[config.mk]
export PLATFORM = sky130hd
export DESIGN_NAME = key_encoder
export DESIGN_NICKNAME = d
export VERILOG_FILES = /design/src/rtl/simon_pkg.sv /design/src/rtl/key_encoder.sv
export SDC_FILE = /design/constraint.sdc
export NUM_CORES = 1
export LEC_CHECK = 0
export BUFFER_PORTS_ARGS = -buffer_cell sky130_fd_sc_hd__buf_2
export CAP_MARGIN = 20
export CORE_AREA = 8 8 45 47
export DETAILED_ROUTE_END_ITERATION = 10
export DIE_AREA = 0 0 53 55
export GPL_TIMING_DRIVEN = 0
export PLACE_DENSITY = 0.3
export SLEW_MARGIN = 20
export SYNTH_ARGS = -nofsm -noshare
export SYNTH_HDL_FRONTEND = slang
export SYNTH_SLANG_ARGS = --single-unit
[constraint.sdc]
create_clock -name vclk -period 0.8
set_input_delay 0.12 -clock vclk [all_inputs]
set_output_delay 0.12 -clock vclk [all_outputs]
set_load 0.1 [all_outputs]
[src/rtl/simon_pkg.sv]
// Shared types for the Simon press-checking stage: direction encoding and checker states.
package simon_pkg;

    typedef logic [1:0] dir_t;

    localparam dir_t DIR_UP    = 2'b00;
    localparam dir_t DIR_RIGHT = 2'b01;
    localparam dir_t DIR_DOWN  = 2'b10;
    localparam dir_t DIR_LEFT  = 2'b11;

    typedef enum logic [2:0] {
        ST_IDLE,
        ST_WAIT_PRESS,
        ST_SHIFT,
        ST_WAIT_RELEASE,
        ST_PASS,
        ST_FAIL
    } chk_state_t;

endpackage

[src/rtl/key_encoder.sv]
// Combinational decode of the four debounced buttons {left,down,right,up} into a direction.
module key_encoder
    import simon_pkg::*;
(
    input  logic [3:0] key,
    output dir_t       dir,
    output logic       any_key,
    output logic       multi_key
);

    always_comb begin
        dir = DIR_UP;
        if (key[0])      dir = DIR_UP;
        else if (key[1]) dir = DIR_RIGHT;
        else if (key[2]) dir = DIR_DOWN;
        else if (key[3]) dir = DIR_LEFT;
    end

    assign any_key   = |key;
    // Clearing the lowest set bit leaves something only when two or more keys are down.
    assign multi_key = |(key & (key - 4'd1));

endmodule

# == Word-level counts from Yosys, hierarchy flattened ==
# Index checks and enable logic that the tools add are counted.
# totals
latch_bits,0
output_inout_bits,4
rom_bits,0
mem_bits_rw,0
reg_bits,0
inputBits,4
n_memories,0
elab_cells,8
# op_classes
magnitude_cmp,0
n_shift,0
n_div,0
addsub,1
n_mul,0
n_eq_ne,0
n_bitwise,1
n_reduce_logical,2
n_mux,4
# ops
cell,n
$mux 2,4
$reduce_or 4->1,2
$and 4x4->4,1
$sub 4x1->4 const B,1

# == Longest topological paths before layout ==
# logic_depth
depth_word,4
depth_mapped,2
depth_no_buf,2

# == Least setup slack after synthesis ==
# No wires, ideal clock.
# synth_path
path_kind,input to output
start,input key[0]
end,output dir[1]
required_time_ps,680
setup_slack_ps,-1538
stages,1
arrival_ps,2218
n_path_buf,0
cell_sequence,nor3_1
# synth_between
elab_chain_len,1
# synth_lines
element,line_no,source
"start, declared",key_encoder.sv:5,"input logic [3:0] key,"
$mux 2,key_encoder.sv:13,if (key[0]) dir = DIR_UP;
"end, declared",key_encoder.sv:6,"output dir_t dir,"
# No other way between the ends.

# == Worst setup path in the final report ==
# layout_path
start,input key[0]
end,output multi_key
# layout_between
elab_chain_len,3
# layout_lines
element,line_no,source
$sub 4x1->4,key_encoder.sv:21,assign multi_key = |(key & (key - 4'd1));
$and 4x4->4 *,key_encoder.sv:21,
$reduce_or 4->1 *,key_encoder.sv:21,
"end, declared",key_encoder.sv:8,output logic multi_key
# Mark *: on every way between the ends. The rest lies on a longest branch, timed or not.

==> metrics.cfg <==
[synthesis]
syn_inst = 10
syn_area_per_cell_sq_um = 4.755
ys_seq_area_frac = 0
synth.distinct_cells = 7
syn-num-nets = 14
ys.warnings.count = 0
synth_area_sq_um = 47.55

[drt]
via_per_inst = 2.943
ant_nets = 0
drt-initial-drc-count = 0
vias = 103
drc = 0
top_layer = met3
wl_microns = 346
wire_per_inst_microns = 9.886
met3_length_microns = 101
dr.pass1.iters = 1
wl_met1_microns = 138
wl_met2_microns = 107

[power_and_ir_drop]
p_switching_mw = 0.1450
sw_frac_of_total = 0.5931
p_comb_frac = 1.000
seqPwrFrac = 0
powerDensity_nw_per_um2 = 860.5
p_int_mw = 0.09944
p_leak_nw = 0.1045
irDropWorstVdd_v = 0.0002406
clockPowerShare = 0

[cells_and_area]
final_cell_mix = buf_12 (5), buf_6 (3), a21oi_4 (2), nor2_2 (2)
antenna_cells = 0
drive_above_1_share = 0.8947
regArea_sq_um = 0
layout_commonest_cell = buf_12
fin_util = 0.2052
clkbuf_count = 0
area_growth_pct = 497.4
stdcell_area_sq_um = 284.0
seq_cell_count = 0
layout.nets = 25

[min_path]
worstHoldPathType = input port to output pin
hold_start = key[0]
min_to = dir[1]
holdPathStages = 3

[die]
num_io_pins = 8
die_area_sq_um = 2915
die_y_microns = 55
start_util = 0.03436
row_count = 14
coreArea_sq_um = 1384
die_x_microns = 53

[sta]
setup_ws_ns = -0.04361
fmax_ghz = 1.185
slew_headroom = 0.8539
period_minus_slack_ns = 0.8436
hold_viol = 0
fin_crit_sh = 1.055
setup_viol = 2
slew_violations = 0
rsz0062_at_grt = yes
worst_pin_slew_ns = 0.2184

[placement]
io_buffers = 8
dpl-instance-area_sq_um = 180.2
dp_hpwl_microns = 270.1
detailedPlace.worstSlack_ns = -0.3385
gp_congestion = 0.5836

[setup_path]
critical_path_class = input port to output pin
worst-path-max-fanout = 4
end_kind = output pin
arrival_ns = 0.72
critPathLaunchType = input port
required_ns = 0.68

[global_route]
grt_pass1_wl_microns = 565
grt_max_degree = 5
grt_antenna_before_repair = 0
grt_pass1_vias = 125
overflow = 0
track_usage = 0.02400

[clocking]
ctsHoldBuffers = 0

[status]
violations = setup timing
status = finished, violations left

[job]
maxCapViolCount = 0

Yosys cell counts (all sizes together):
cell    n  area (sq um)
nor3    1         5.000
a211oi  1         7.510
nand2   2         7.510
nand2b  1         6.260
a21oi   2         10.01
nor2    2         7.510
inv     1         3.750
layout make-up:
type	count	area (sq um)
multi-input combinational	9	118.9
fill	145	1100
timing repair buffer	9	141.4
inverter	1	3.754
tap	16	20.02
routing by layer:
metal  vias to the layer above  track usage
met2                         8      0.02930
met1                        44      0.02723
li1                         51            -
met4                         0            0
met5                         -            0
met3                         0      0.02941
power groups by stage:
stage	registers, mW	clock network, mW	logic [mW]
3_5_place_dp	0	0	0.176
6_report	0	0	0.244
5_1_grt	0	0	0.253
3_3_place_gp	0	0	0.174
4_1_cts	0	0	0.245
2_1_floorplan	0	0	0.128
critical path, cell delays in order:
cell and delay, ns:
buf_12 0.11, a211oi_4 0.26, a21oi_4 0.06, buf_12 0.17
metrics by stage:
stage | hold slack, ns | power (mW) | instances | TNS [ns]
5_1_grt | 0.5352 | 0.2526 | 35 | -0.1402
3_5_place_dp | 0.7435 | 0.1765 | 34 | -1.213
2_1_floorplan | 0.3338 | 0.1278 | 10 | -0.6253
3_3_place_gp | 0.7428 | 0.1741 | 34 | -1.120
4_1_cts | 0.5306 | 0.2450 | 35 | -0.09187
6_report | 0.5280 | 0.2444 | 35 | -0.06912
worst max path at each step:
stage	endpoint	depth (start not counted)	slack (ns)	from
global placement	dir[1]	4	-0.31	key[3]
floorplan	dir[1]	2	-0.24	key[2]
global route	multi_key	4	-0.06	key[0]
CTS	dir[0]	4	-0.05	key[2]
detailed placement	dir[1]	4	-0.34	key[3]
finish	multi_key	4	-0.04	key[0]
cells by family (layout without fill, tap and decap cells):
| family | count (synthesis) | count (layout) | share of synthesized area |
|---|---|---|---|
| compound gates | 3 | 3 | 0.3685 |
| buf+inv | 1 | 10 | 0.07887 |
| simple gates | 6 | 6 | 0.5527 |
repair_timing:
action / 4_1_cts / 5_1_grt
pin swaps: 2 / 1
setup buffers: 1 / 0
endpoints found under the setup margin: 4 / 3
gates resized for setup: 27 / 0
Power figures use the tool's default switching activity.
